<file path="src/rtl/gact_ref_loader_pkg.sv">
// Shared types and constants for the GACT reference loader.
package gact_ref_loader_pkg;

  typedef enum logic [2:0] {
    IDLE  = 3'd0,
    FETCH = 3'd1,
    EMIT  = 3'd2,
    PAD   = 3'd3,
    FIN   = 3'd4
  } state_e;

  // 'N' maps to zero substitution scores in Ascii2Param; gap params are kept.
  localparam logic [7:0] PAD_CHAR = 8'h4E;

  function automatic int pe_idx_w(input int num_pe);
    return $clog2(num_pe);
  endfunction

endpackage

</file>
<file path="src/rtl/gact_ref_loader_if.sv">
// Word-in / base-out stream bundle between the tile fetch path, the loader and the PE array.
interface gact_ref_loader_if
  import gact_ref_loader_pkg::*;
#(
  parameter int NUM_PE     = 32,
  parameter int WORD_BYTES = 4
) ();

  localparam int PIW = pe_idx_w(NUM_PE);

  logic [8*WORD_BYTES-1:0] in_word;
  logic                    in_word_valid;
  logic                    in_word_ready;
  logic [7:0]              char_out;
  logic                    char_valid;
  logic                    char_ready;
  logic [PIW-1:0]          char_pe_idx;
  logic                    char_last;

  // Loader side.
  modport master (
    input  in_word, in_word_valid, char_ready,
    output in_word_ready, char_out, char_valid, char_pe_idx, char_last
  );

  // Fetch path / PE array side.
  modport slave (
    output in_word, in_word_valid, char_ready,
    input  in_word_ready, char_out, char_valid, char_pe_idx, char_last
  );

endinterface

</file>
<file path="src/rtl/gact_ref_loader_unpacker.sv">
// Holds the current packed word and walks a byte pointer across it, byte 0 first.
module gact_word_unpacker #(
  parameter int WORD_BYTES = 4
) (
  input  logic                    clk,
  input  logic                    rst_n,
  input  logic                    load,
  input  logic                    advance,
  input  logic [8*WORD_BYTES-1:0] in_word,
  output logic [7:0]              cur_byte,
  output logic                    last_byte
);

  localparam int BIW = $clog2(WORD_BYTES);

  logic [8*WORD_BYTES-1:0] word_q;
  logic [BIW-1:0]          byte_idx;

  // Load wins over advance so a back-to-back refill restarts cleanly at byte 0.
  always_ff @(posedge clk or negedge rst_n) begin
    if (!rst_n) begin
      word_q   <= '0;
      byte_idx <= '0;
    end else if (load) begin
      word_q   <= in_word;
      byte_idx <= '0;
    end else if (advance) begin
      byte_idx <= byte_idx + 1'b1;
    end
  end

  assign cur_byte  = word_q[{byte_idx, 3'b000} +: 8];
  assign last_byte = (byte_idx == BIW'(WORD_BYTES - 1));

endmodule

</file>
<file path="src/rtl/gact_ref_loader.sv">
// Streams one tile's reference bases to the PE array, padding the final block with 'N'.
//
// state | meaning
// IDLE  | waiting for start
// FETCH | requesting a packed word, no base on the output
// EMIT  | presenting buffered reference bytes one per handshake
// PAD   | presenting 'N' until the current block is full
// FIN   | one-cycle done pulse
module gact_ref_loader
  import gact_ref_loader_pkg::*;
#(
  parameter int PE_WIDTH   = 10,
  parameter int NUM_PE     = 32,
  parameter int LEN_WIDTH  = 10,
  parameter int WORD_BYTES = 4
) (
  input  logic                 clk,
  input  logic                 rst_n,
  input  logic                 start,
  input  logic [LEN_WIDTH-1:0] ref_len,
  gact_ref_loader_if.master    bus,
  output logic                 busy,
  output logic                 done
);

  localparam int             PIW     = pe_idx_w(NUM_PE);
  localparam logic [PIW-1:0] PE_LAST = PIW'(NUM_PE - 1);

  if (PE_WIDTH < 1) begin : g_bad_pe_width
    $error("PE_WIDTH must be positive");
  end
  if (NUM_PE < 2 || (NUM_PE & (NUM_PE - 1)) != 0) begin : g_bad_num_pe
    $error("NUM_PE must be a power of 2 and at least 2");
  end
  if (WORD_BYTES < 2 || (WORD_BYTES & (WORD_BYTES - 1)) != 0) begin : g_bad_word_bytes
    $error("WORD_BYTES must be a power of 2 and at least 2");
  end

  state_e               state_q, state_d;
  logic [LEN_WIDTH-1:0] len_q, sent_q, sent_inc;
  logic [PIW-1:0]       pe_idx_q;
  logic                 word_load, byte_advance, char_hs, tile_end;
  logic [7:0]           cur_byte;
  logic                 last_byte;

  assign sent_inc     = sent_q + 1'b1;
  assign tile_end     = (sent_inc == len_q);
  assign char_hs      = bus.char_valid && bus.char_ready;
  assign word_load    = bus.in_word_valid && bus.in_word_ready;
  assign byte_advance = (state_q == EMIT) && bus.char_ready;

  gact_word_unpacker #(
    .WORD_BYTES (WORD_BYTES)
  ) u_unpacker (
    .clk       (clk),
    .rst_n     (rst_n),
    .load      (word_load),
    .advance   (byte_advance),
    .in_word   (bus.in_word),
    .cur_byte  (cur_byte),
    .last_byte (last_byte)
  );

  // State register.
  always_ff @(posedge clk or negedge rst_n) begin
    if (!rst_n) state_q <= IDLE;
    else        state_q <= state_d;
  end

  // Tile length latch, sent-base counter and PE index (wraps per block).
  always_ff @(posedge clk or negedge rst_n) begin
    if (!rst_n) begin
      len_q    <= '0;
      sent_q   <= '0;
      pe_idx_q <= '0;
    end else begin
      if (state_q == IDLE && start) begin
        len_q    <= ref_len;
        sent_q   <= '0;
        pe_idx_q <= '0;
      end
      if (char_hs) pe_idx_q <= pe_idx_q + 1'b1;
      if (char_hs && state_q == EMIT) sent_q <= sent_inc;
    end
  end

  // Next state and handshake outputs; the EMIT refill ready is combinational from char_ready.
  always_comb begin
    state_d           = state_q;
    bus.in_word_ready = 1'b0;
    bus.char_valid    = 1'b0;
    bus.char_out      = 8'h00;
    busy              = 1'b0;
    done              = 1'b0;
    case (state_q)
      IDLE: begin
        if (start) state_d = (ref_len != '0) ? FETCH : FIN;
      end
      FETCH: begin
        busy              = 1'b1;
        bus.in_word_ready = 1'b1;
        if (bus.in_word_valid) state_d = EMIT;
      end
      EMIT: begin
        busy           = 1'b1;
        bus.char_valid = 1'b1;
        bus.char_out   = cur_byte;
        if (bus.char_ready) begin
          if (tile_end) begin
            state_d = (pe_idx_q != PE_LAST) ? PAD : FIN;
          end else if (last_byte) begin
            bus.in_word_ready = 1'b1;
            state_d           = bus.in_word_valid ? EMIT : FETCH;
          end
        end
      end
      PAD: begin
        busy           = 1'b1;
        bus.char_valid = 1'b1;
        bus.char_out   = PAD_CHAR;
        if (bus.char_ready && pe_idx_q == PE_LAST) state_d = FIN;
      end
      FIN: begin
        done    = 1'b1;
        state_d = IDLE;
      end
      default: state_d = IDLE;
    endcase
  end

  assign bus.char_pe_idx = pe_idx_q;
  assign bus.char_last   = bus.char_valid && (pe_idx_q == PE_LAST);

endmodule

</file>
<file path="src/flat_wrapper.sv">
// flat-port wrapper written by rule: the top's interface ports become plain ports
module gact_ref_loader_flat import gact_ref_loader_pkg::*;
#(
  parameter int PE_WIDTH   = 10,
  parameter int NUM_PE     = 32,
  parameter int LEN_WIDTH  = 10,
  parameter int WORD_BYTES = 4
)
  (clk, rst_n, start, ref_len, busy, done, bus_in_word, bus_in_word_valid, bus_char_ready, bus_in_word_ready, bus_char_out, bus_char_valid, bus_char_pe_idx, bus_char_last);
  gact_ref_loader_if #(.NUM_PE(NUM_PE), .WORD_BYTES(WORD_BYTES)) bus_i ();
  input  logic clk;
  input  logic rst_n;
  input  logic start;
  input  logic [LEN_WIDTH-1:0] ref_len;
  output logic busy;
  output logic done;
  input wire logic [$bits(bus_i.in_word)-1:0] bus_in_word;
  input wire logic [$bits(bus_i.in_word_valid)-1:0] bus_in_word_valid;
  input wire logic [$bits(bus_i.char_ready)-1:0] bus_char_ready;
  output wire logic [$bits(bus_i.in_word_ready)-1:0] bus_in_word_ready;
  output wire logic [$bits(bus_i.char_out)-1:0] bus_char_out;
  output wire logic [$bits(bus_i.char_valid)-1:0] bus_char_valid;
  output wire logic [$bits(bus_i.char_pe_idx)-1:0] bus_char_pe_idx;
  output wire logic [$bits(bus_i.char_last)-1:0] bus_char_last;
  assign bus_i.in_word = bus_in_word;
  assign bus_i.in_word_valid = bus_in_word_valid;
  assign bus_i.char_ready = bus_char_ready;
  assign bus_in_word_ready = bus_i.in_word_ready;
  assign bus_char_out = bus_i.char_out;
  assign bus_char_valid = bus_i.char_valid;
  assign bus_char_pe_idx = bus_i.char_pe_idx;
  assign bus_char_last = bus_i.char_last;
  gact_ref_loader #(.PE_WIDTH(PE_WIDTH), .NUM_PE(NUM_PE), .LEN_WIDTH(LEN_WIDTH), .WORD_BYTES(WORD_BYTES)) u_core (.clk(clk), .rst_n(rst_n), .start(start), .ref_len(ref_len), .bus(bus_i), .busy(busy), .done(done));
endmodule
</file>
<file path="config.mk">
export PLATFORM = sky130hd
export DESIGN_NAME = gact_ref_loader_flat
export DESIGN_NICKNAME = d
export VERILOG_FILES = /design/src/rtl/gact_ref_loader_pkg.sv /design/src/rtl/gact_ref_loader_if.sv /design/src/rtl/gact_ref_loader_unpacker.sv /design/src/rtl/gact_ref_loader.sv /design/src/flat_wrapper.sv
export SDC_FILE = /design/constraint.sdc
export NUM_CORES = 1
export LEC_CHECK = 0
export ABC_AREA = 0
export ABC_CLOCK_PERIOD_IN_PS = 3540
export BUFFER_PORTS_ARGS = -buffer_cell sky130_fd_sc_hd__buf_2
export CAP_MARGIN = 20
export CORE_ASPECT_RATIO = 1.25
export CORE_MARGIN = 2
export CORE_UTILIZATION = 55
export CTS_CLUSTER_SIZE = 40
export DETAILED_ROUTE_END_ITERATION = 6
export MAX_ROUTING_LAYER = met4
export PLACE_DENSITY = 0.8
export SLEW_MARGIN = 20
export SYNTH_ARGS = -nofsm -noshare
export SYNTH_HDL_FRONTEND = slang
export SYNTH_SLANG_ARGS = --single-unit
</file>
<file path="constraint.sdc">
create_clock -name clk -period 3.54 [get_ports clk]
set_clock_uncertainty 0.05 [all_clocks]
set_input_delay 1.062 -clock clk [delete_from_list [all_inputs] [get_ports clk]]
set_output_delay 1.062 -clock clk [all_outputs]
set_load 0.03 [all_outputs]
</file>
==> flow_metrics.py, run 1 <==
metrics = {
    "clock_network": {
        "clk_pin_slew_ns": 0.06,
        "ctsHoldBuffers": 0,
        "cts_tree": "built",
        "clockBufferDepth": 2,
        "cts_buffers": 9,
        "cts-root-buf": "clkbuf_8",
        "cts_htree_levels": 3,
        "clk_latency_ns": 0.35,
        "cts.sink_count": 62,
    },
    "timing": {
        "setup_viol": 1,
        "holdWs_ns": 0.4529,
        "maxSlewHeadroom": 0.4868,
        "worst_slew_pin_slew_ns": 0.7697,
        "fmax_mhz": 279.1,
        "setup_slack_ns": -0.04237,
        "hold_violations": 0,
        "post-route-period-util": 1.012,
        "slew_viol_final": 0,
        "fin_crit_ns": 3.582,
        "rsz0062_at_grt": "true",
    },
    "run_status": {
        "status": "finished, violations left",
        "violations": "negative setup slack",
    },
    "route": {
        "vias_per_cell": 5.901,
        "vias": 2561,
        "wl_per_cell_um": 16.47,
        "wl_mm": 7.146,
        "drtIter0Drc": 173,
        "drcViolationCount": 0,
        "first_pass_iters": 4,
        "ant_nets": 0,
    },
    "critical_path": {
        "critical_path.endpoint_type": "output port",
        "critPathRequiredTime_ns": 2.43,
        "crit_fanout": 3,
        "startpoint_type": "flip-flop",
        "r2r_slack_ns": 0.64,
        "arrival_ns": 2.47,
        "rr_worst_depth": 10,
        "r2r_end": "u_core.u_unpacker.word_q[16]",
        "r2r-start": "u_core.sent_q[0]",
        "worstSetupPathType": "flip-flop to output port",
    },
    "yosys": {
        "synth_edf_count": 0,
        "yosysSeqAreaShare": 0.4717,
        "syn-num-nets": 340,
        "synthesis.area_mm2": 0.003289,
        "synth_ff_type": "dfrtp_1",
        "yosysUniqueCellTypes": 49,
        "async_flop_share": 1.000,
        "synth_cells": 289,
        "syn_avg_cell_area_um2": 11.38,
        "yosys_warnings": 0,
        "synth-seq-cells": 62,
    },
    "final_layout": {
        "nNetsFinal": 414,
        "num-fill-cells": 411,
        "antenna_cells": 0,
        "area_growth_pct": 20.65,
        "drive_gt1_frac": 0.4402,
    },
    "die": {
        "dieHeight_um": 90.47,
        "ioPinCount": 65,
        "initial_utilization": 0.5692,
        "coreArea_mm2": 0.005779,
        "num_rows": 31,
        "dieArea_mm2": 0.006619,
        "die_w_um": 73.17,
    },
    "worst_hold_path": {
        "hp-class": "flip-flop to flip-flop",
        "hp-start": "u_core.u_unpacker.word_q[17]",
        "worstHoldPathCells": 1,
        "hold_end": "u_core.u_unpacker.word_q[17]",
    },
    "placement": {
        "dp_hpwl_mm": 4.940,
        "place_ws_ns": 0.09405,
        "portBuffers": 64,
        "gp_routability_congestion": 0.8597,
    },
    "run": {
        "cap_violations": 0,
    },
    "global_routing": {
        "grt-ovfl-total": 0,
        "track_usage": 0.2401,
        "grt_max_degree": 63,
        "grt_pass1_wl_mm": 11.85,
        "grt_antenna_before_repair": 0,
        "grt_pass1_vias": 2582,
    },
    "power_and_ir_drop": {
        "p_sw_frac": 0.4056,
        "p_int_mw": 2.101,
        "power_frac_comb": 0.476,
        "total_power_mw": 3.535,
        "p_sw_mw": 1.434,
        "p_seq_frac": 0.374,
        "p_leak_nw": 1.791,
        "power_density_mw_per_mm2": 890.6,
        "irDropWorstVdd_uv": 543.6,
        "pwr-share-clk": 0.150,
    },
}
## how the worst max path moves through the flow
stage / start / endpoint / slack [ns] / cells after the start
floorplan: u_core.sent_q[0] / bus_in_word_ready / 0.08 / 7
global placement: u_core.sent_q[0] / bus_in_word_ready / 0.12 / 8
detailed placement: u_core.sent_q[1] / bus_in_word_ready / 0.09 / 8
CTS: u_core.sent_q[1] / bus_in_word_ready / 0.03 / 8
global route: u_core.sent_q[0] / bus_in_word_ready / -0.11 / 8
finish: u_core.sent_q[0] / bus_in_word_ready / -0.04 / 8
## layout make-up
class | count | area [um^2] | share of cell area
multi-input combinational | 206 | 1694 | 0.4269
timing repair buffer | 80 | 454.2 | 0.1144
tap | 66 | 82.58 | 0.02081
inverter | 4 | 15.01 | 0.003783
clock inverter | 6 | 38.79 | 0.009773
sequential | 62 | 1556 | 0.3922
clock buffer | 10 | 127.6 | 0.03216
## cell usage after synthesis (4+ instances only)
library cell	n	share of area
dfrtp_1	62	0.47
mux2_2	41	0.14
nor2_1	27	0.031
o21ai_0	19	0.029
nand2_1	14	0.016
a21oi_1	13	0.020
mux4_2	8	0.055
clkbuf_1	7	0.0080
and2_1	6	0.011
mux2i_1	6	0.018
xnor2_1	6	0.016
buf_2	5	0.0076
nand3_1	5	0.0076
xor2_1	5	0.013
a31oi_1	4	0.0076
ha_1	4	0.015
inv_1	4	0.0046
nor3_1	4	0.0061
## registers in the layout (all words and copies together), names as in the netlist
name and count:
u_core.sent_q 10, u_core.bus.char_pe_idx 5, u_core.state_q 3, u_core.len_q 10
u_core.u_unpacker.word_q 32, u_core.u_unpacker.byte_idx 2
## power groups by stage
stage          registers (mW)  logic, mW  clock network (mW)
5_1_grt                  1.37       1.82               0.573
3_3_place_gp             1.30       1.54                   0
3_5_place_dp             1.32       1.58                   0
6_report                 1.32       1.68               0.531
2_1_floorplan            1.21       1.26                   0
4_1_cts                  1.31       1.62               0.540
## placed cells by master, fill, tap and decap left out, drive strengths merged, types with 2 or more instances in the layout
cell      instances
a211oi            3
a21oi            13
a22o              2
a31oi             4
and2              6
and3              3
buf              80
clkbuf           10
clkinv            4
clkinvlp          2
dfrtp            62
ha                4
inv               4
mux2             42
mux2i             6
mux4              8
nand2            14
nand2b            2
nand3             5
nand4             3
nor2             27
nor3              4
nor4              3
nor4b             2
o21ai            20
o31ai             3
o41ai             3
or2               2
xnor2             6
xor2              5
## what timing repair did
| item | in CTS | in global routing |
|---|---|---|
| setup buffers | 3 | 3 |
| setup endpoints to repair | 1 | 1 |
| gates resized for setup | 9 | 13 |
| pin swaps | 6 | 9 |
## cell families (layout without fill, tap and decap cells)
group	count (synthesis)	after routing	synth area share
AND/OR/NAND/NOR	77	77	0.1156
flip-flops	62	62	0.4717
AO/OA/AOI/OAI	57	57	0.1115
multiplexers	56	56	0.2168
buffers and inverters	21	100	0.03271
XOR/XNOR	12	12	0.03651
adder cells (fa/ha/maj)	4	4	0.01522
## through the flow
stage	utilization	cells	instance area, um^2	TNS (ns)
finish	0.6867	434	3969	-0.04237
global route	0.6867	434	3969	-0.1068
CTS	0.6727	431	3887	0
detailed placement	0.6369	412	3681	0
global placement	0.6369	412	3681	0
floorplan	-	289	3289	0
## worst max-delay path, cell delays in order (launching register included)
cell	delay, ns
dfrtp_1	0.42
ha_4	0.17
xor3_1	0.19
or3_1	0.34
a21oi_2	0.18
a21oi_2	0.06
o311a_1	0.34
or2_4	0.27
buf_6	0.14
## routing by layer
| metal | up-vias | track usage | part of all wire |
|---|---|---|---|
| li1 | 1208 | - | - |
| met1 | 1232 | 0.2954 | 0.42 |
| met2 | 90 | 0.3709 | 0.50 |
| met3 | 31 | 0.05580 | 0.050 |
| met4 | 0 | 0.1127 | 0.036 |
| met5 | - | - | 0 |
Note: power is estimated with default switching activity, not from simulation.
==> run 2: changes to the inputs <==
- CELL_PAD_IN_SITES_DETAIL_PLACEMENT: default -> 1
- CELL_PAD_IN_SITES_GLOBAL_PLACEMENT: default -> 1
- CORE_UTILIZATION: 55 -> 43
- PLACE_DENSITY: 0.8 -> default
- PLACE_DENSITY_LB_ADDON: default -> 0.1
- TNS_END_PERCENT: default -> 1
==> run 2 against run 1 <==
Net effect:
- the flow still finishes with violations (negative setup slack)
- setup slack got worse by 0.0029 ns
- via count rose by 0.90%
- fmax barely moved
- sequential cell count did not move
- clock power rose by 38%
- cell count rose by 8.3%
- first-iteration DRC count fell by 32%
- combinational power rose by 4%
- critical endpoint unchanged
- largest power group unchanged
==> flow_metrics.py, run 2 (synthesized netlist as in run 1, its figures left out) <==
metrics = {
    "run_status": {
        "status": "finished, violations left",
        "violations": "negative setup slack",
    },
    "clock_network": {
        "clk_latency_ns": 0.34,
        "cts.sink_count": 62,
        "ctsHoldBuffers": 0,
        "cts_tree": "built",
        "cts_buffers": 9,
        "cts-root-buf": "clkbuf_8",
        "clk_pin_slew_ns": 0.07,
        "clockBufferDepth": 2,
        "cts_htree_levels": 3,
    },
    "critical_path": {
        "critPathRequiredTime_ns": 2.43,
        "crit_fanout": 2,
        "critical-path-max-stage-delay_ns": 0.41,
        "startpoint_type": "flip-flop",
        "worstPathCellList": "xor3_1 > or3_4 > a21oi_2 > a21oi_2 > o311a_1 > or2_4 > buf_6",
        "arrival_ns": 2.47,
        "critPathSlowestCell": "xor3_1",
        "cp_common_cell": "a21oi_2",
        "critical_path.endpoint_type": "output port",
        "worstSetupPathType": "flip-flop to output port",
    },
    "final_layout": {
        "largestRegisters": "u_core.u_unpacker.word_q (32), u_core.len_q (10), u_core.sent_q (10)",
        "nNetsFinal": 424,
        "final_area_mm2": 0.004146,
        "num-fill-cells": 821,
        "antenna_cells": 0,
        "final_cell_mix": "63 x buf_2, 59 x dfrtp_1, 41 x mux2_2",
        "fin_util": 0.5603,
        "largest_register_ffs": 32,
        "final_common_cell": "buf_2",
        "area_growth_pct": 26.06,
        "top_register": "u_core.u_unpacker.word_q",
        "drive_gt1_frac": 0.4630,
    },
    "timing": {
        "holdWs_ns": 0.4475,
        "setup_viol": 1,
        "hold_violations": 0,
        "setup_slack_ns": -0.04530,
        "rsz0062_at_grt": "true",
        "fin_crit_ns": 3.585,
        "slew_viol_final": 0,
        "fmax_mhz": 278.9,
        "worst_slew_pin_slew_ns": 0.7026,
        "maxSlewHeadroom": 0.5280,
        "post-route-period-util": 1.013,
    },
    "route": {
        "first_pass_iters": 4,
        "vias_per_cell": 5.498,
        "ant_nets": 0,
        "wl_per_cell_um": 17.51,
        "drtIter0Drc": 118,
        "wl_mm": 8.228,
        "drcViolationCount": 0,
        "vias": 2584,
    },
    "die": {
        "coreArea_mm2": 0.007401,
        "dieArea_mm2": 0.008370,
        "num_rows": 35,
        "die_w_um": 82.23,
        "dieHeight_um": 101.8,
        "initial_utilization": 0.4445,
        "ioPinCount": 65,
    },
    "placement": {
        "post_dp_cell_area_mm2": 0.003751,
        "dp_hpwl_mm": 5.934,
        "gp_routability_congestion": 0.7852,
        "portBuffers": 64,
    },
    "global_routing": {
        "grt_pass1_vias": 2878,
        "grt_max_degree": 33,
        "track_usage": 0.2258,
        "grt_antenna_before_repair": 0,
        "grt-ovfl-total": 0,
        "grt_pass1_wl_mm": 13.54,
    },
    "power_and_ir_drop": {
        "p_leak_nw": 1.885,
        "irDropWorstVdd_uv": 473.4,
        "power_density_mw_per_mm2": 911.4,
    },
    "run": {
        "cap_violations": 0,
    },
    "worst_hold_path": {
        "hp-class": "flip-flop to flip-flop",
    },
}
-- run 2: cell types whose count changed in the layout (fill, tap and decap cells not counted), sizes merged --
cell / delta
buf: +10
bufinv: +2
clkbuf: +3
clkinv: -3
clkinvlp: -2
-- run 2: worst max-delay path: cells and delay by family, from the launching register on --
family	cells	cell delay, ns
AO/OA/AOI/OAI	3	0.56
XOR/XNOR	1	0.41
buffers and inverters	1	0.14
flip-flops	1	0.38
AND/OR/NAND/NOR	2	0.65
-- run 2: layout make-up --
class | instances | area (um^2) | area share
sequential | 62 | 1555 | 0.3751
clock buffer | 13 | 168.9 | 0.04074
clock inverter | 3 | 65.06 | 0.01569
timing repair buffer | 90 | 521.8 | 0.1258
inverter | 4 | 15.01 | 0.003621
tap | 92 | 115.1 | 0.02776
multi-input combinational | 206 | 1705 | 0.4113
-- run 2: power breakdown --
part / internal (mW) / switching (mW)
clock network: 0.454 / 0.278
registers: 1.02 / 0.279
logic: 0.853 / 0.897
total: 2.33 / 1.45
-- run 2: path summary, 6_finish.rpt --
check	startpoint	endpoint	slack [ns]	cells past startpoint
min in group asynchronous	rst_n	u_core.len_q[3]	0.65	1
worst max register to register	u_core.len_q[8]	u_core.u_unpacker.word_q[4]	0.48	10
worst min-delay path	u_core.u_unpacker.word_q[31]	u_core.u_unpacker.word_q[31]	0.45	1
max in group asynchronous	rst_n	u_core.u_unpacker.word_q[11]	2.08	2
worst max-delay path	u_core.len_q[8]	bus_in_word_ready	-0.05	7
worst min register to register	u_core.u_unpacker.word_q[31]	u_core.u_unpacker.word_q[31]	0.45	1
-- run 2: through the flow --
step | total power [mW] | setup TNS, ns | std cells | worst slack (ns)
finish | 3.779 | -0.04530 | 470 | -0.04530
floorplan | 2.470 | 0 | 289 | 0.07534
CTS | 3.788 | -0.005993 | 467 | -0.005993
detailed placement | 2.961 | 0 | 443 | 0.01228
global route | 4.049 | -0.1033 | 470 | -0.1033
global placement | 2.904 | 0 | 443 | 0.07145
-- run 2: timing repair --
item	CTS	global route
setup endpoints to repair	1	1
setup buffers	8	3
pin swaps	10	3
cloned	0	0
gates resized for setup	16	7
-- run 2: per-layer routing --
| layer | global-route usage | vias up | routed length (um) |
|---|---|---|---|
| met5 | - | - | 0 |
| met1 | 0.2587 | 1297 | 3327 |
| met2 | 0.3927 | 48 | 4532 |
| li1 | - | 1229 | - |
| met4 | 0.06026 | 0 | 90 |
| met3 | 0.05080 | 10 | 278 |
